<file path="src/rtl/ceespu_pkg.sv">
// Shared encodings for the ceespu writeback stage: writeback source select,
// load type codes and the writeback FSM state type.
package ceespu_pkg;

    localparam logic [1:0] WB_ALU  = 2'b00;
    localparam logic [1:0] WB_MEM  = 2'b01;
    localparam logic [1:0] WB_LINK = 2'b10;

    localparam logic [2:0] MEM_W  = 3'd0;
    localparam logic [2:0] MEM_HS = 3'd1;
    localparam logic [2:0] MEM_BS = 3'd2;
    localparam logic [2:0] MEM_HU = 3'd3;
    localparam logic [2:0] MEM_BU = 3'd4;
    localparam logic [2:0] MEM_WS = 3'd5;
    localparam logic [2:0] MEM_WU = 3'd6;

    typedef enum logic {
        IDLE     = 1'b0,
        WAIT_MEM = 1'b1
    } wb_state_t;

endpackage

</file>
<file path="src/rtl/ceespu_load_align.sv">
// Combinational load extractor: picks the addressed lane of a raw memory word
// and sign/zero-extends it to the datapath width.
module ceespu_load_align
    import ceespu_pkg::*;
#(
    parameter int DATA_W = 32,
    parameter int LANE_W = $clog2(DATA_W / 8)
) (
    input  logic [2:0]        i_sel_mem,
    input  logic [LANE_W-1:0] i_off,
    input  logic [DATA_W-1:0] i_data,
    output logic [DATA_W-1:0] o_data
);

    logic [LANE_W-1:0] w_lane_mask;
    logic [LANE_W-1:0] w_sh;
    logic [DATA_W-1:0] w_lane;

    // The mask drops the offset bits below the access size; on a 32-bit
    // datapath the 32-bit word codes collapse to a plain full-word read.
    always_comb begin
        case (i_sel_mem)
            MEM_BS, MEM_BU: w_lane_mask = {LANE_W{1'b1}};
            MEM_HS, MEM_HU: w_lane_mask = {LANE_W{1'b1}} << 1;
            MEM_WS, MEM_WU: w_lane_mask = {LANE_W{1'b1}} << 2;
            default:        w_lane_mask = '0;
        endcase
        w_sh   = i_off & w_lane_mask;
        w_lane = i_data >> {w_sh, 3'b000};

        case (i_sel_mem)
            MEM_HS:  o_data = DATA_W'($signed(w_lane[15:0]));
            MEM_BS:  o_data = DATA_W'($signed(w_lane[7:0]));
            MEM_HU:  o_data = DATA_W'(w_lane[15:0]);
            MEM_BU:  o_data = DATA_W'(w_lane[7:0]);
            MEM_WS:  o_data = DATA_W'($signed(w_lane[31:0]));
            MEM_WU:  o_data = DATA_W'(w_lane[31:0]);
            default: o_data = w_lane;
        endcase
    end

endmodule

</file>
<file path="src/rtl/ceespu_wb_stage.sv">
// Registered writeback stage with variable-latency load handshake and timeout.
// Optional CEESPU_WB_MISALIGN_TRAP_EN adds O_misaligned and suppresses misaligned loads.
//
// state    | meaning
// IDLE     | accept a new instruction; ALU/link/ready loads complete here
// WAIT_MEM | load pending on I_dmemValid; upstream stalled, timeout counting
module ceespu_wb_stage
    import ceespu_pkg::*;
#(
    parameter int DATA_W      = 32,
    parameter int PC_W        = 14,
    parameter int RADDR_W     = 5,
    parameter int MEM_TIMEOUT = 15
) (
    input  logic               I_clk,
    input  logic               I_rst,
    input  logic               I_valid,
    input  logic               I_regWrite,
    input  logic [RADDR_W-1:0] I_rd,
    input  logic [1:0]         I_selWb,
    input  logic [2:0]         I_selMem,
    input  logic [PC_W-1:0]    I_PC,
    input  logic [DATA_W-1:0]  I_aluResult,
    input  logic [DATA_W-1:0]  I_dmemData,
    input  logic               I_dmemValid,
    output logic               O_stall,
    output logic               O_writeEnable,
    output logic [RADDR_W-1:0] O_writeAddr,
    output logic [DATA_W-1:0]  O_writeData,
    output logic               O_busError
`ifdef CEESPU_WB_MISALIGN_TRAP_EN
    ,
    output logic               O_misaligned
`endif
);

    localparam int         LANE_W   = $clog2(DATA_W / 8);
    localparam logic [7:0] TMO_LAST = 8'(MEM_TIMEOUT - 1);

    wb_state_t          r_state;
    wb_state_t          w_state_nxt;
    logic [RADDR_W-1:0] r_rd;
    logic               r_reg_write;
    logic [2:0]         r_sel_mem;
    logic [LANE_W-1:0]  r_off;
    logic [7:0]         r_tmo_cnt;
    logic               r_we;
    logic [RADDR_W-1:0] r_waddr;
    logic [DATA_W-1:0]  r_wdata;
    logic               r_bus_err;

    logic               w_in_wait;
    logic               w_is_load;
    logic               w_rw;
    logic [RADDR_W-1:0] w_rd;
    logic [2:0]         w_sel_mem;
    logic [LANE_W-1:0]  w_off;
    logic [DATA_W-1:0]  w_load_data;
    logic [DATA_W-1:0]  w_link_data;
    logic [DATA_W-1:0]  w_result;
    logic               w_done;
    logic               w_capture;
    logic               w_timeout;
    logic               w_suppress;

    // While waiting, the captured fields drive the extractor instead of upstream.
    assign w_in_wait   = (r_state == WAIT_MEM);
    assign w_is_load   = w_in_wait || (I_selWb == WB_MEM);
    assign w_rd        = w_in_wait ? r_rd        : I_rd;
    assign w_rw        = w_in_wait ? r_reg_write : I_regWrite;
    assign w_sel_mem   = w_in_wait ? r_sel_mem   : I_selMem;
    assign w_off       = w_in_wait ? r_off       : I_aluResult[LANE_W-1:0];
    assign w_link_data = DATA_W'({I_PC, 2'b00});

    ceespu_load_align #(
        .DATA_W (DATA_W),
        .LANE_W (LANE_W)
    ) u_load_align (
        .i_sel_mem (w_sel_mem),
        .i_off     (w_off),
        .i_data    (I_dmemData),
        .o_data    (w_load_data)
    );

    always_comb begin
        if (w_is_load)
            w_result = w_load_data;
        else if ((I_selWb & WB_LINK) != 2'b00)
            w_result = w_link_data;
        else
            w_result = I_aluResult;
    end

`ifdef CEESPU_WB_MISALIGN_TRAP_EN
    logic w_misaligned;
    logic r_misaligned;

    always_comb begin
        case (w_sel_mem)
            MEM_BS, MEM_BU: w_misaligned = 1'b0;
            MEM_HS, MEM_HU: w_misaligned = w_off[0];
            MEM_WS, MEM_WU: w_misaligned = (DATA_W == 64) ? (w_off[1:0] != 2'b00)
                                                          : (w_off != '0);
            default:        w_misaligned = (w_off != '0);
        endcase
    end

    assign w_suppress   = w_is_load && w_misaligned;
    assign O_misaligned = r_misaligned;

    always_ff @(posedge I_clk) begin
        if (!I_rst)
            r_misaligned <= 1'b0;
        else
            r_misaligned <= w_done && w_suppress;
    end
`else
    assign w_suppress = 1'b0;
`endif

    always_ff @(posedge I_clk) begin
        if (!I_rst)
            r_state <= IDLE;
        else
            r_state <= w_state_nxt;
    end

    always_comb begin
        w_state_nxt = r_state;
        w_done      = 1'b0;
        w_capture   = 1'b0;
        w_timeout   = 1'b0;
        case (r_state)
            IDLE: begin
                if (I_valid) begin
                    if (w_is_load && !I_dmemValid) begin
                        w_capture   = 1'b1;
                        w_state_nxt = WAIT_MEM;
                    end else begin
                        w_done = 1'b1;
                    end
                end
            end
            WAIT_MEM: begin
                // Data arriving on the last allowed cycle beats the timeout.
                if (I_dmemValid) begin
                    w_done      = 1'b1;
                    w_state_nxt = IDLE;
                end else if (r_tmo_cnt == TMO_LAST) begin
                    w_timeout   = 1'b1;
                    w_state_nxt = IDLE;
                end
            end
            default: w_state_nxt = IDLE;
        endcase
    end

    always_ff @(posedge I_clk) begin
        if (!I_rst) begin
            r_rd        <= '0;
            r_reg_write <= 1'b0;
            r_sel_mem   <= '0;
            r_off       <= '0;
            r_tmo_cnt   <= '0;
            r_we        <= 1'b0;
            r_waddr     <= '0;
            r_wdata     <= '0;
            r_bus_err   <= 1'b0;
        end else begin
            r_we      <= 1'b0;
            r_bus_err <= w_timeout;
            if (w_capture) begin
                r_rd        <= I_rd;
                r_reg_write <= I_regWrite;
                r_sel_mem   <= I_selMem;
                r_off       <= I_aluResult[LANE_W-1:0];
                r_tmo_cnt   <= '0;
            end else if (w_in_wait) begin
                r_tmo_cnt <= r_tmo_cnt + 8'd1;
            end
            if (w_done) begin
                r_we    <= w_rw && (w_rd != '0) && !w_suppress;
                r_waddr <= w_rd;
                r_wdata <= w_result;
            end
        end
    end

    assign O_stall       = w_in_wait;
    assign O_writeEnable = r_we;
    assign O_writeAddr   = r_waddr;
    assign O_writeData   = r_wdata;
    assign O_busError    = r_bus_err;

endmodule
</file>
<file path="config.mk">
export PLATFORM = sky130hd
export DESIGN_NAME = ceespu_wb_stage
export DESIGN_NICKNAME = d
export VERILOG_FILES = /design/src/rtl/ceespu_pkg.sv /design/src/rtl/ceespu_load_align.sv /design/src/rtl/ceespu_wb_stage.sv
export SDC_FILE = /design/constraint.sdc
export NUM_CORES = 1
export LEC_CHECK = 0
export BUFFER_PORTS_ARGS = -buffer_cell sky130_fd_sc_hd__clkbuf_2
export CAP_MARGIN = 20
export CORE_UTILIZATION = 40
export DETAILED_ROUTE_END_ITERATION = 10
export GPL_TIMING_DRIVEN = 0
export PLACE_DENSITY = 0.67
export SLEW_MARGIN = 30
export SYNTH_ARGS = -nofsm -noshare
export SYNTH_HDL_FRONTEND = slang
export SYNTH_SLANG_ARGS = --single-unit
</file>
<file path="constraint.sdc">
create_clock -name I_clk -period 4.47 [get_ports I_clk]
set_input_delay 0.6705 -clock I_clk [delete_from_list [all_inputs] [get_ports I_clk]]
set_output_delay 0.6705 -clock I_clk [all_outputs]
set_load 0.02 [all_outputs]
</file>
* Word level (Yosys, flattened, before mapping)
Index checks and enable logic that the tools add are counted.
** Cells by class
- Bitwise logic cells :: 3
- Add/sub/neg operators :: 1
- Shift-type cells :: 1
- Mux-type cells :: 19
- Reduce and logical (&&, ||, !) cells :: 10
- Eq/ne operators :: 6
** Operators by type and width (count)
- one-hot mux 32 bit (4 select lines) :: 1
- two-way mux 32 bit :: 2
- >> shifter 32 x 5 -> 32 bit :: 1
- two-way mux 1 bit :: 10
- adder 8 x 1 -> 8 bit, second input constant :: 1
- == test 8 x 4 -> 1 bit, second input constant :: 1
- == test 3 x 2 -> 1 bit, second input constant :: 2
- OR reduction 2 bit :: 3
- two-way mux 5 bit :: 1
- nonzero test 5 bit :: 1
- one-hot mux 1 bit (2 select lines) :: 2
- one-hot mux 2 bit (2 select lines) :: 1
- == test 3 x 1 -> 1 bit, second input constant :: 1
- == test 3 bit, second input constant :: 1
- two-way mux 3 bit :: 1
- OR reduction 3 bit :: 1
- AND 2 bit :: 1
- == test 2 x 1 -> 1 bit, second input constant :: 1
- logical AND 1 bit :: 2
- two-way mux 2 bit :: 1
- NOT 1 bit :: 2
- AND reduction 2 bit :: 1
- zero test 1 bit :: 1
- logical OR 1 bit :: 1
** Word-level totals
- Logic and storage cells :: 50
- Register bits :: 59
- Bits of input ports :: 93
- Output and inout port bits :: 40

* Longest topological paths before layout
Gate-level depths: netlist of run 1.
- Word-level depth :: 8
- Gate-level depth with buffers :: 9
- Gate-level depth less buffers :: 6

* Cells and area by module
A second synthesis of run 1 with hierarchy kept.
** Unflattened totals
- Cells, all modules :: 532
- Area, all modules :: 4144.0 um^2
** Modules (own cells, without submodules)
- ceespu_wb_stage :: cells an instance 357, seq. area each 1181.1 um^2, instances 1, area each 3099.2 um^2
- ceespu_load_align :: cells an instance 175, seq. area each 0.0 um^2, instances 1, area each 1044.8 um^2

* Worst setup path after synthesis of run 1
No wires, ideal clock.
- Path kind :: input-to-reg
- From :: input port I_selMem[0]
- To :: register r_wdata[1], in the netlist O_writeData[1]
- Path buffers :: 1
- Data required time :: 4.338 ns
- Setup slack :: 2.261 ns
- Stages :: 7
- Setup time :: 0.132 ns
- Arrival :: 2.076 ns
- Cell sequence :: clkbuf_1 > o21a_1 > o21ai_2 > nand3_1 > mux4_2 > a22oi_1 > a21oi_1
** On the way
- Longest elaborated chain between the ends :: 8
** Ends and longest elaborated chain
- start, declared :: RTL line ceespu_wb_stage.sv:21 : input logic [2:0] I_selMem,
- two-way mux 3 bit (*) :: RTL line ceespu_wb_stage.sv:71 : assign w_sel_mem = w_in_wait ? r_sel_mem : I_selMem;
- == test 3 x 1 -> 1 bit, or another cell as far along :: RTL line ceespu_load_align.sv:22 : case (i_sel_mem)
- OR reduction 2 bit :: RTL line ceespu_load_align.sv:22
- one-hot mux 2 bit (2 select lines) (*) :: RTL line ceespu_load_align.sv:22
- AND 2 bit (*) :: RTL line ceespu_load_align.sv:28 : w_sh = i_off & w_lane_mask;
- >> shifter 32 x 5 -> 32 bit (*) :: RTL line ceespu_load_align.sv:29 : w_lane = i_data >> {w_sh, 3'b000};
- one-hot mux 32 bit (4 select lines) (*) :: RTL line ceespu_load_align.sv:31 : case (i_sel_mem)
- two-way mux 32 bit (*) :: RTL line ceespu_wb_stage.sv:86 : if (w_is_load)
- end signal, assigned :: RTL line ceespu_wb_stage.sv:184 : r_wdata <= w_result;
- end, declared :: RTL line ceespu_wb_stage.sv:49 : logic [DATA_W-1:0] r_wdata;
Mark *: on every way between the ends. The rest lies on a longest branch, timed or not.
A chain may end at the register's enable or synchronous reset.

* Worst setup path in the final report of run 1
- From :: register r_state, in the netlist O_stall
- To :: register r_wdata[22], in the netlist O_writeData[22]
** On the way
- Longest elaborated chain between the ends :: 8
** Ends and longest elaborated chain
- start, declared :: RTL line ceespu_wb_stage.sv:40 : wb_state_t r_state;
- start signal, assigned :: RTL line ceespu_wb_stage.sv:125 : r_state <= w_state_nxt;
- two-way mux 3 bit :: RTL line ceespu_wb_stage.sv:71
- == test 3 x 1 -> 1 bit, or another cell as far along :: RTL line ceespu_load_align.sv:22, ceespu_load_align.sv:31
- OR reduction 2 bit :: RTL line ceespu_load_align.sv:22
- one-hot mux 2 bit (2 select lines) :: RTL line ceespu_load_align.sv:22
- AND 2 bit :: RTL line ceespu_load_align.sv:28
- >> shifter 32 x 5 -> 32 bit :: RTL line ceespu_load_align.sv:29
- one-hot mux 32 bit (4 select lines) :: RTL line ceespu_load_align.sv:31
- two-way mux 32 bit :: RTL line ceespu_wb_stage.sv:86
Parallel ways exist; a longest one is shown, timed or not.

==> results of run 1 <==
==> sequential cells by signal, summed over array words and instances (netlist names) <==
register,cells
r_reg_write,1
O_busError,1
r_off,2
r_tmo_cnt,8
r_sel_mem,3
O_writeData,32
O_writeAddr,5
O_stall,1
O_writeEnable,1
r_rd,5
==> worst max-delay path, delay by kind of cell, from the launching register on <==
| kind | cells | cell delay, ns |
|---|---|---|
| AO/OA/AOI/OAI | 4 | 0.92 |
| buffers and inverters | 3 | 0.90 |
| flip-flops | 1 | 0.45 |
==> placed cells by master, fill, tap and decap left out, types with 8 or more instances in the layout <==
cell                       instances
sky130_fd_sc_hd__a221oi_1          8
sky130_fd_sc_hd__o22ai_1           8
sky130_fd_sc_hd__nor2_1           16
sky130_fd_sc_hd__o21ai_0          13
sky130_fd_sc_hd__buf_2             8
sky130_fd_sc_hd__a21oi_1          44
sky130_fd_sc_hd__clkbuf_1         24
sky130_fd_sc_hd__clkbuf_2        129
sky130_fd_sc_hd__nand3_1          43
sky130_fd_sc_hd__dfxtp_1          59
sky130_fd_sc_hd__o211ai_1         25
sky130_fd_sc_hd__a31oi_1           8
sky130_fd_sc_hd__or2_2             8
sky130_fd_sc_hd__mux2i_1          37
sky130_fd_sc_hd__clkbuf_8          9
sky130_fd_sc_hd__nor2b_1          11
sky130_fd_sc_hd__nand2_1          52
==> kinds of logic (layout without fill, tap and decap cells) <==
group | Yosys count | in the layout | share of synthesized area [%]
AOI/OAI and AO/OA | 135 | 135 | 24.79
buffers and inverters | 45 | 190 | 5.727
adders and majority gates | 2 | 2 | 0.6858
xor gates and xnor gates | 11 | 11 | 2.641
and+or+nand+nor | 151 | 151 | 20.47
muxes | 44 | 44 | 13.31
DFF | 59 | 59 | 32.37
==> worst max-delay path by stage <==
stage                            from         endpoint  slack, ns  cells after the start
final                         O_stall  O_writeData[22]       2.14                      7
after global routing       I_selWb[1]   O_writeData[1]       2.00                      8
after CTS                     O_stall  O_writeData[22]       2.20                      7
after detailed placement   I_selWb[1]   O_writeData[3]       1.85                      7
after global placement     I_selWb[1]   O_writeData[5]       1.85                      7
after floorplan           I_selMem[0]   O_writeData[1]       2.26                      7
==> cell usage after synthesis (3+ instances only) <==
| cell | number | area, sq um |
|---|---|---|
| sky130_fd_sc_hd__buf_6 | 3 | 33.78 |
| sky130_fd_sc_hd__a31oi_1 | 8 | 50.05 |
| sky130_fd_sc_hd__a221oi_1 | 8 | 70.07 |
| sky130_fd_sc_hd__buf_1 | 4 | 15.01 |
| sky130_fd_sc_hd__nor3_1 | 3 | 15.01 |
| sky130_fd_sc_hd__nor2b_1 | 11 | 68.82 |
| sky130_fd_sc_hd__o211a_1 | 5 | 50.05 |
| sky130_fd_sc_hd__xor2_1 | 7 | 61.31 |
| sky130_fd_sc_hd__o21a_1 | 3 | 22.52 |
| sky130_fd_sc_hd__xnor2_1 | 4 | 35.03 |
| sky130_fd_sc_hd__buf_2 | 8 | 40.04 |
| sky130_fd_sc_hd__mux2_2 | 3 | 33.78 |
| sky130_fd_sc_hd__o22ai_1 | 8 | 50.05 |
| sky130_fd_sc_hd__o2111ai_1 | 7 | 61.31 |
| sky130_fd_sc_hd__nand2_1 | 52 | 195.2 |
| sky130_fd_sc_hd__dfxtp_1 | 59 | 1181 |
| sky130_fd_sc_hd__o211ai_1 | 25 | 187.7 |
| sky130_fd_sc_hd__or2_2 | 8 | 50.05 |
| sky130_fd_sc_hd__nor2_1 | 16 | 60.06 |
| sky130_fd_sc_hd__a21oi_1 | 44 | 220.2 |
| sky130_fd_sc_hd__inv_1 | 6 | 22.52 |
| sky130_fd_sc_hd__o21ai_0 | 13 | 65.06 |
| sky130_fd_sc_hd__clkbuf_1 | 22 | 82.58 |
| sky130_fd_sc_hd__nand3_1 | 43 | 215.2 |
| sky130_fd_sc_hd__mux2i_1 | 37 | 370.4 |
==> power by group through the flow <==
| stage | combinational, mW | clock, mW | sequential, mW |
|---|---|---|---|
| after floorplan | 0.196 | 0 | 0.636 |
| after global placement | 0.373 | 0 | 0.597 |
| after detailed placement | 0.378 | 0 | 0.598 |
| after CTS | 0.380 | 0.535 | 0.586 |
| after global routing | 0.416 | 0.556 | 0.591 |
| final | 0.384 | 0.529 | 0.587 |
==> area by class of cell <==
type	instances	area, sq um
plain buffers	39	186.4
clock buffers	11	131.4
clock inverters	5	77.57
fillers	853	4125
inverters	6	22.52
multi-input cells	343	2258
flip-flops and latches	59	1181
well taps	108	135.1
repair buffers	129	645.6
==> through the flow <==
stage	setup slack (ns)	cell area (sq um)	utilization, %	std cells
2_1_floorplan	2.261	3649	-	447
3_3_place_gp	1.851	4429	50.54	684
3_5_place_dp	1.852	4429	50.54	684
4_1_cts	2.197	4638	52.93	700
5_1_grt	2.002	4638	52.93	700
6_report	2.143	4638	52.93	700
==> routing by layer <==
metal,up-vias,share of wire [%],global-route usage [%]
met5,-,0,0
met4,0,2.6,9.276
met3,26,7.5,3.885
met2,189,45,39.54
met1,1890,45,34.55
li1,1934,-,-
==> impl_metrics.sql, run 1 <==
INSERT INTO impl_metrics (metric_group, metric, value, unit) VALUES
('finish', 'nNetsFinal', '682', ''),
('detailed_routing', 'vias', '4039', ''),
('sta', 'rsz_0062_raised_after_global_routing', 'no', ''),
('power', 'p_sw_share', '31.79', '%'),
('setup_path', 'r2r_slack', '2.14', 'ns'),
('global_route', 'grt_overflow', '0', ''),
('clock_tree', 'root_buffer', 'sky130_fd_sc_hd__clkbuf_8', ''),
('global_route', 'wire_length_of_the_first_global_routing_pass', '19.04', 'mm'),
('detailed_routing', 'drtIter0Drc', '301', ''),
('synthesis', 'yosys_warnings', '0', ''),
('synthesis', 'netlist-cell-type-count', '56', ''),
('die', 'io_pins', '133', ''),
('power', 'internal_power', '1.023', 'mW'),
('global_route', 'grt_max_degree', '11', ''),
('power', 'total_power', '1.500', 'mW'),
('die', 'core', '8763', 'sq um'),
('die', 'fp-row-count', '34', ''),
('detailed_routing', 'detail-route-antenna-nets', '0', ''),
('place', 'dp_hpwl', '9.325', 'mm'),
('sta', 'holdWs', '0.4785', 'ns'),
('power', 'ir_worst_vdd', '0.1403', 'mV'),
('setup_path', 'max_stage_delay', '0.50', 'ns'),
('sta', 'hold_viol_final', '0', ''),
('place', 'io_buffer_count', '129', ''),
('hold_path', 'startpoint_of_the_tightest_hold_check_path', 'O_writeData[8]', ''),
('global_route', 'global_route_usage_over_all_layers', '25.11', '%'),
('finish', 'antennaDiodeCount', '0', ''),
('clock_tree', 'htreeDepth', '3', ''),
('synthesis', 'post_synth_instance_area', '3648', 'sq um'),
('synthesis', 'avg_synthesized_cell_area', '8.162', 'sq um'),
('synthesis', 'async_reset_ff_share', '0', '%'),
('finish', 'post_route_cells_drive_above_1_share', '30.57', '%'),
('clock_tree', 'clock_sink_count', '59', ''),
('synthesis', 'ys.flop_type', 'sky130_fd_sc_hd__dfxtp_1', ''),
('detailed_routing', 'drc', '0', ''),
('sta', 'max_freq', '0.4298', 'GHz'),
('sta', 'final-setup-viol-count', '0', ''),
('detailed_routing', 'avgRoutedWirePerCell', '17.37', 'um'),
('run', 'maxCapViolations', '0', ''),
('power', 'seq_power_share', '39.1', '%'),
('setup_path', 'crit-reg2reg-capture', 'O_writeData[22]', ''),
('setup_path', 'worstSetupPathType', 'flip-flop to flip-flop', ''),
('setup_path', 'crit_slowest_cell', 'sky130_fd_sc_hd__o21ai_1', ''),
('clock_tree', 'clkSlewWorstSetupHoldPaths', '0.07', 'ns'),
('die', 'chipHeight', '97.51', 'um'),
('power', 'clockPowerShare', '35.3', '%'),
('hold_path', 'timing.hold.worst_path_depth', '2', ''),
('power', 'leakagePower', '1.998', 'nW'),
('sta', 'worst_slew_margin_relative_to_its_limit', '47.14', '%'),
('finish', 'syn_to_final_growth', '27.13', '%'),
('place', 'finalWeightedCongestion', '0.9217', ''),
('synthesis', 'synth_edf_count', '0', ''),
('clock_tree', 'clock_insertion_delay_worst_skew', '0.34', 'ns'),
('power', 'combPwrFrac', '25.6', '%'),
('clock_tree', 'cts.repair.resized', '0', ''),
('setup_path', 'worst-r2r-cell-count', '7', ''),
('outcome', 'run_status', 'finished, final reports clean', ''),
('sta', 'timing.final.crit_period', '2.327', 'ns'),
('setup_path', 'reg2reg_from', 'O_stall', ''),
('setup_path', 'data_required_time_of_the_worst_path', '4.74', 'ns'),
('detailed_routing', 'route.final.wire_length', '12.16', 'mm'),
('detailed_routing', 'dr.pass1.iters', '5', ''),
('setup_path', 'worst-endpoint-arrival', '2.60', 'ns'),
('setup_path', 'path_max_fanout', '10', ''),
('clock_tree', 'cts_tree', 'yes', ''),
('sta', 'finalSetupTns', '0', 'ns'),
('sta', 'timing.final.max_slew_violations', '0', ''),
('synthesis', 'synth-seq-cells', '59', ''),
('hold_path', 'min-delay-path-class', 'flip-flop to flip-flop', ''),
('sta', 'worst_slew_pin_slew', '0.7894', 'ns'),
('power', 'power_per_cell_area', '323.4', 'nW/um^2');
(Power assumes the default switching activity.)
==> run 2: changes to the inputs <==
Settings changed: ABC_AREA set to 1.
Clock period 4.47 ns to 2.15 ns, I/O delays scaled along.
==> run 2 against run 1 <==
Effect of this change: area after synthesis down 4.5%; non-clock buffer count unchanged; count of clock-buffer cells in the layout down 1; core utilization up 1.1 points; worst setup slack worse by 2.0 ns; critical path depth up 6; register-to-register slack worse by 2.0 ns; sequential power up 100%; largest power group unchanged.
==> impl_metrics.sql, run 2 <==
INSERT INTO impl_metrics (metric_group, metric, value, unit) VALUES
('hold_path', 'startpoint_of_the_tightest_hold_check_path', 'I_dmemValid', ''),
('synthesis', 'netlist-cell-type-count', '34', ''),
('setup_path', 'crit-reg2reg-capture', 'O_writeData[30]', ''),
('synthesis', 'synth.most_common_cell', 'sky130_fd_sc_hd__nand2_1', ''),
('die', 'core', '8341', 'sq um'),
('synthesis', 'post-synth-top-area-fraction', '33.88', '%'),
('detailed_routing', 'detail-route-antenna-nets', '0', ''),
('setup_path', 'r2r_slack', '0.14', 'ns'),
('detailed_routing', 'drtIter0Drc', '185', ''),
('synthesis', 'synth_nets', '624', ''),
('synthesis', 'yosys.area.top_type', 'sky130_fd_sc_hd__dfxtp_1', ''),
('synthesis', 'synth_sequential_area_ratio', '33.88', '%'),
('setup_path', 'worst-endpoint-arrival', '2.24', 'ns'),
('synthesis', 'avg_synthesized_cell_area', '6.589', 'sq um'),
('synthesis', 'post_synthesis_instance_total', '529', ''),
('die', 'die_wd', '95.35', 'um'),
('finish', 'most-common-layout-cells', '133 x sky130_fd_sc_hd__clkbuf_2, 121 x sky130_fd_sc_hd__nand2_1, 67 x sky130_fd_sc_hd__a21oi_1', ''),
('finish', 'largest_reg_flops', '32', ''),
('sta', 'timing.final.crit_period', '2.013', 'ns'),
('setup_path', 'worst-r2r-cell-count', '13', ''),
('hold_path', 'min-delay-path-class', 'input port to flip-flop', ''),
('global_route', 'grt_overflow', '0', ''),
('sta', 'worst_clock_skew', '0.005982', 'ns'),
('place', 'placedInstanceArea', '4273', 'sq um'),
('place', 'dp_hpwl', '9.197', 'mm'),
('global_route', 'global_route_usage_over_all_layers', '25.68', '%'),
('clock_tree', 'cts_tree', 'yes', ''),
('sta', 'hold_viol_final', '0', ''),
('finish', 'postLayoutCellArea', '4504', 'sq um'),
('setup_path', 'startpoint_type', 'flip-flop', ''),
('clock_tree', 'post_cts_hold_buffer_count', '0', ''),
('synthesis', 'async_reset_ff_share', '0', '%'),
('detailed_routing', 'dr.pass1.iters', '5', ''),
('synthesis', 'yosys_warnings', '0', ''),
('detailed_routing', 'route.detailed.vias_per_inst', '5.180', ''),
('setup_path', 'worstSetupPathType', 'flip-flop to flip-flop', ''),
('synthesis', 'post_synth_instance_area', '3486', 'sq um'),
('sta', 'max_freq', '0.4969', 'GHz'),
('hold_path', 'timing.hold.worst_path_depth', '2', ''),
('die', 'floorplan.initialDensity', '41.79', '%'),
('sta', 'holdWs', '0.1981', 'ns'),
('global_route', 'wire_length_of_the_first_global_routing_pass', '17.59', 'mm'),
('setup_path', 'setup.worst_path.end_class', 'flip-flop', ''),
('sta', 'worst_slew_pin_slew', '0.5370', 'ns'),
('finish', 'antennaDiodeCount', '0', ''),
('place', 'finalWeightedCongestion', '0.9499', ''),
('clock_tree', 'number_of_cts_inserted_buffers', '9', ''),
('global_route', 'grt_antenna_before_repair', '0', ''),
('clock_tree', 'clkSlewWorstSetupHoldPaths', '0.07', 'ns'),
('synthesis', 'synth_edf_count', '0', ''),
('synthesis', 'synthTopCellsByArea', 'sky130_fd_sc_hd__dfxtp_1 34%, sky130_fd_sc_hd__nand2_1 13%, sky130_fd_sc_hd__a21oi_1 9.9%', ''),
('die', 'fp-row-count', '33', ''),
('global_route', 'grt_max_degree', '11', ''),
('detailed_routing', 'drc', '0', ''),
('finish', 'fillers', '878', ''),
('finish', 'layout.cells.most_common', 'sky130_fd_sc_hd__clkbuf_2', ''),
('detailed_routing', 'vias', '4051', ''),
('global_route', 'first_global_vias', '3631', ''),
('sta', 'timing.final.crit_share', '93.61', '%'),
('die', 'chipHeight', '95.35', 'um'),
('synthesis', 'ys.flop_type', 'sky130_fd_sc_hd__dfxtp_1', ''),
('finish', 'post_route_cells_drive_above_1_share', '28.66', '%'),
('setup_path', 'path_max_fanout', '10', ''),
('clock_tree', 'clock_sink_count', '59', ''),
('clock_tree', 'cts_buffer_depth', '2', ''),
('run', 'maxCapViolations', '0', ''),
('clock_tree', 'clock_insertion_delay_worst_skew', '0.34', 'ns'),
('synthesis', 'netlist_top_cells_count', '121 x sky130_fd_sc_hd__nand2_1, 69 x sky130_fd_sc_hd__a21oi_1, 59 x sky130_fd_sc_hd__dfxtp_1, 54 x sky130_fd_sc_hd__nand3_1, 42 x sky130_fd_sc_hd__o21ai_0', ''),
('clock_tree', 'htreeDepth', '3', ''),
('place', 'io_buffer_count', '131', ''),
('synthesis', 'synth-seq-cells', '59', ''),
('detailed_routing', 'avgRoutedWirePerCell', '14.90', 'um'),
('power', 'leakagePower', '2.081', 'nW'),
('hold_path', 'hold_endpoint', 'O_busError', ''),
('sta', 'final-setup-viol-count', '0', ''),
('finish', 'nNetsFinal', '768', ''),
('die', 'io_pins', '133', ''),
('setup_path', 'reg2reg_from', 'O_stall', ''),
('finish', 'syn_to_final_growth', '29.22', '%'),
('sta', 'timing.final.max_slew_violations', '0', ''),
('clock_tree', 'root_buffer', 'sky130_fd_sc_hd__clkbuf_8', ''),
('power', 'power_per_cell_area', '656.0', 'nW/um^2'),
('power', 'ir_worst_vdd', '0.3362', 'mV'),
('detailed_routing', 'route.final.wire_length', '11.65', 'mm'),
('sta', 'worst_slew_margin_relative_to_its_limit', '64.20', '%'),
('sta', 'rsz_0062_raised_after_global_routing', 'yes', ''),
('setup_path', 'data_required_time_of_the_worst_path', '2.38', 'ns'),
('die', 'dieArea', '9092', 'sq um'),
('outcome', 'run_status', 'finished, final reports clean', '');
run 2: changes by cell type in the layout (fill, tap and decap cells not counted), moves of 22 or more:
cell                      previous run  this run
sky130_fd_sc_hd__o21ai_0            13        41
sky130_fd_sc_hd__inv_1               6        34
sky130_fd_sc_hd__nand2_1            52       121
sky130_fd_sc_hd__o21ai_1             2        24
sky130_fd_sc_hd__a21oi_1            44        67
sky130_fd_sc_hd__mux2i_1            37         0
run 2: how the worst max path moves through the flow:
stage,startpoint,slack (ns),depth (start not counted),end
floorplan,O_stall,0.20,14,O_writeData[22]
global placement,O_stall,-0.05,8,O_writeData[1]
detailed placement,O_stall,-0.12,8,O_writeData[29]
CTS,O_stall,0.06,14,O_writeData[29]
global route,O_stall,0.003,14,O_writeData[29]
finish,O_stall,0.14,13,O_writeData[30]
run 2: power breakdown:
part	internal, mW	switching [mW]
logic	0.276	0.503
clock network	0.524	0.453
registers	1.16	0.0358
total	1.96	0.992
run 2: cell type report:
class / count / area [sq um] / share of cell area [%]
multi-input cells: 396 / 2009 / 44.61
flip-flops and latches: 59 / 1182 / 26.25
repair buffers: 133 / 670.6 / 14.89
plain buffers: 35 / 178.9 / 3.972
inverters: 39 / 148.9 / 3.306
well taps: 105 / 131.4 / 2.917
clock buffers: 10 / 127.6 / 2.833
clock inverters: 5 / 55.05 / 1.222
run 2: what timing repair did:
item / CTS / global route
pin swaps: 0 / 1
setup buffers: 0 / 2
resized for setup: 5 / 7
endpoints found under the setup margin: 17 / 22
run 2: layer usage:
metal	share of wire (%)	vias to the layer above	track usage [%]
li1	-	2065	-
met1	46	1830	34.74
met2	46	144	42.14
met3	6.5	12	3.509
met4	1.3	0	7.828
met5	0	-	0
run 2: worst max-delay path: stages, from the launching register on:
cell and delay [ns]:
sky130_fd_sc_hd__dfxtp_2 0.40, sky130_fd_sc_hd__inv_2 0.08, sky130_fd_sc_hd__buf_6 0.16, sky130_fd_sc_hd__nand2_4 0.06
sky130_fd_sc_hd__nand2_4 0.05, sky130_fd_sc_hd__nand3_4 0.09, sky130_fd_sc_hd__nand3_4 0.15, sky130_fd_sc_hd__nand2_4 0.14
sky130_fd_sc_hd__nand3_1 0.12, sky130_fd_sc_hd__nand3_2 0.13, sky130_fd_sc_hd__nand2_8 0.09, sky130_fd_sc_hd__buf_6 0.15
sky130_fd_sc_hd__o21ai_1 0.17, sky130_fd_sc_hd__a21oi_1 0.09
run 2: logic make-up (layout without fill, tap and decap cells):
family | count (synthesis) | after routing | synth area share (%)
simple gates | 236 | 236 | 31.59
buf+inv | 74 | 222 | 9.224
flops | 59 | 59 | 33.88
fa+ha+maj | 2 | 2 | 0.7178
xor+xnor | 3 | 3 | 0.7539
compound gates | 155 | 155 | 23.83
run 2: per-stage QoR:
stage	total power [mW]	instances	worst slack (ns)	util, %	TNS, ns
floorplan	1.695	529	0.1995	-	0
global route	3.113	782	0.002740	54.01	0
global placement	1.970	765	-0.04753	51.23	-0.5062
finish	2.955	782	0.1373	54.01	0
detailed placement	1.979	765	-0.1155	51.23	-0.9515
CTS	2.963	780	0.06004	53.60	0
==> run 3: changes to the inputs <==
Settings changed: CORE_ASPECT_RATIO set to 1.25.
==> run 3 against run 2 <==
Effect of this change: fmax shrank 1.4%; largest power group unchanged; sequential cell count did not move; combinational power decreased by 0.8%.
==> impl_metrics.sql, run 3 (same netlist as run 2, synthesis figures left out) <==
INSERT INTO impl_metrics (metric_group, metric, value, unit) VALUES
('setup_path', 'critPathLaunch', 'O_stall', ''),
('sta', 'worst_clock_skew', '0.006138', 'ns'),
('global_route', 'wire_length_of_the_first_global_routing_pass', '18.29', 'mm'),
('sta', 'timing.final.crit_share', '94.95', '%'),
('sta', 'rsz_0062_raised_after_global_routing', 'no', ''),
('finish', 'largest_reg_flops', '32', ''),
('hold_path', 'hold_endpoint', 'O_busError', ''),
('die', 'die_wd', '85.50', 'um'),
('clock_tree', 'post_cts_hold_buffer_count', '0', ''),
('place', 'io_buffer_count', '131', ''),
('hold_path', 'startpoint_of_the_tightest_hold_check_path', 'I_dmemValid', ''),
('detailed_routing', 'avgRoutedWirePerCell', '14.92', 'um'),
('finish', 'layout.cells.most_common', 'sky130_fd_sc_hd__clkbuf_2', ''),
('setup_path', 'critical-path-top-cell-by-count', 'sky130_fd_sc_hd__buf_2', ''),
('setup_path', 'worst-endpoint-arrival', '2.26', 'ns'),
('die', 'fp-row-count', '37', ''),
('setup_path', 'path_max_fanout', '10', ''),
('detailed_routing', 'detail-route-antenna-nets', '0', ''),
('setup_path', 'r2r_slack', '0.11', 'ns'),
('sta', 'timing.final.max_slew_violations', '0', ''),
('setup_path', 'worst-r2r-cell-count', '9', ''),
('outcome', 'run_status', 'finished, final reports clean', ''),
('finish', 'nNetsFinal', '769', ''),
('setup_path', 'worstPathCellList', 'buf_4 -> a21oi_2 -> buf_2 -> inv_1 -> buf_2 -> buf_2 -> nand3_1 -> nand2_1 -> a21oi_1', ''),
('sta', 'hold_viol_final', '0', ''),
('detailed_routing', 'route.detailed.vias_per_inst', '5.372', ''),
('power', 'ir_worst_vdd', '0.4163', 'mV'),
('global_route', 'grt_overflow', '0', ''),
('finish', 'post_route_cells_drive_above_1_share', '28.76', '%'),
('clock_tree', 'root_buffer', 'sky130_fd_sc_hd__clkbuf_8', ''),
('global_route', 'grt_max_degree', '11', ''),
('setup_path', 'setup.worst_path.end_class', 'flip-flop', ''),
('setup_path', 'startpoint_type', 'flip-flop', ''),
('power', 'power_per_cell_area', '671.3', 'nW/um^2'),
('hold_path', 'min-delay-path-class', 'input port to flip-flop', ''),
('place', 'place_ws', '-0.1331', 'ns'),
('sta', 'final_critical_path_setup_slack', '0.1085', 'ns'),
('sta', 'final-setup-viol-count', '0', ''),
('finish', 'most-common-layout-cells', '132 x sky130_fd_sc_hd__clkbuf_2, 121 x sky130_fd_sc_hd__nand2_1, 68 x sky130_fd_sc_hd__a21oi_1', ''),
('setup_path', 'worstSetupPathType', 'flip-flop to flip-flop', ''),
('clock_tree', 'clkSlewWorstSetupHoldPaths', '0.07', 'ns'),
('setup_path', 'max_stage_delay', '0.39', 'ns'),
('global_route', 'global_route_usage_over_all_layers', '26.27', '%'),
('detailed_routing', 'vias', '4163', ''),
('hold_path', 'timing.hold.worst_path_depth', '2', ''),
('place', 'placed_cells', '757', ''),
('clock_tree', 'number_of_cts_inserted_buffers', '9', ''),
('setup_path', 'critical_path.n_buffers_inverters', '5', ''),
('sta', 'timing.final.crit_period', '2.042', 'ns'),
('sta', 'max_freq', '0.4898', 'GHz'),
('place', 'dp_hpwl', '9.155', 'mm'),
('finish', 'syn_to_final_growth', '29.50', '%'),
('clock_tree', 'clock_sink_count', '59', ''),
('sta', 'worst_slew_margin_relative_to_its_limit', '56.97', '%'),
('power', 'total_power', '3.030', 'mW'),
('power', 'leakagePower', '2.095', 'nW'),
('sta', 'finalSetupTns', '0', 'ns'),
('global_route', 'grt_antenna_before_repair', '0', ''),
('detailed_routing', 'route.final.wire_length', '11.56', 'mm'),
('clock_tree', 'cts_buffer_depth', '2', ''),
('setup_path', 'crit_family', 'buffers and inverters', ''),
('detailed_routing', 'drc', '0', ''),
('setup_path', 'crit-reg2reg-capture', 'O_writeData[13]', ''),
('setup_path', 'crit_slowest_cell', 'sky130_fd_sc_hd__dfxtp_2', ''),
('finish', 'fillers', '846', ''),
('detailed_routing', 'drtIter0Drc', '262', ''),
('place', 'finalWeightedCongestion', '0.9186', ''),
('die', 'io_pins', '133', ''),
('finish', 'final_util', '54.17', '%'),
('die', 'chipHeight', '106.4', 'um'),
('clock_tree', 'cts_tree', 'yes', ''),
('clock_tree', 'clock_insertion_delay_worst_skew', '0.35', 'ns'),
('detailed_routing', 'dr.pass1.iters', '5', ''),
('sta', 'worst_slew_pin_slew', '0.6454', 'ns'),
('die', 'dieArea', '9094', 'sq um'),
('setup_path', 'data_required_time_of_the_worst_path', '2.37', 'ns'),
('finish', 'antennaDiodeCount', '0', ''),
('die', 'floorplan.initialDensity', '41.83', '%'),
('clock_tree', 'htreeDepth', '3', ''),
('die', 'core', '8333', 'sq um'),
('global_route', 'first_global_vias', '3778', ''),
('run', 'maxCapViolations', '0', ''),
('finish', 'layoutNonFillerInstCount', '775', ''),
('setup_path', 'reg2reg_from', 'O_stall', '');
==> run 3: routing by layer <==
layer | vias up | wire, um | track usage (%)
met2 | 183 | 5653 | 44.97
met1 | 1891 | 4801 | 32.00
met5 | - | 0 | 0
met4 | 0 | 268 | 10.24
met3 | 20 | 839 | 5.435
li1 | 2069 | - | -
==> run 3: worst max-delay path by stage <==
| stage | to | slack, ns | depth (start not counted) |
|---|---|---|---|
| floorplan | O_writeData[22] | 0.20 | 14 |
| global route | O_writeData[23] | 0.01 | 13 |
| CTS | O_writeData[23] | 0.01 | 12 |
| detailed placement | O_writeData[13] | -0.13 | 9 |
| global placement | O_writeData[13] | -0.14 | 9 |
| finish | O_writeData[13] | 0.11 | 9 |
==> run 3: metrics by stage <==
stage / area [sq um] / hold WS, ns
finish: 4514 / 0.2019
global route: 4514 / 0.2021
CTS: 4472 / 0.1937
detailed placement: 4263 / 0.4591
global placement: 4263 / 0.4536
floorplan: 3486 / 0.4011
==> run 3: repair_timing <==
action,in CTS,in global routing
pin swaps,0,0
setup endpoints to repair,13,46
resized for setup,3,6
setup buffers,0,3
==> run 3: cell type report <==
class                           count  area (sq um)  area share (%)
Clock inverter                      4         50.05           1.109
Inverter                           39         148.9           3.298
Tap cell                           97         121.4           2.688
Clock buffer                       11         151.4           3.354
Sequential cell                    59          1182           26.19
Timing Repair Buffer              134         678.2           15.02
Multi-Input combinational cell    396          2006           44.43
Buffer                             35         176.4           3.908
==> run 3: power by group <==
group          total [mW]  internal, mW  switching (mW)
clock network        1.06         0.589           0.469
logic               0.773         0.277           0.497
registers            1.20          1.16          0.0356
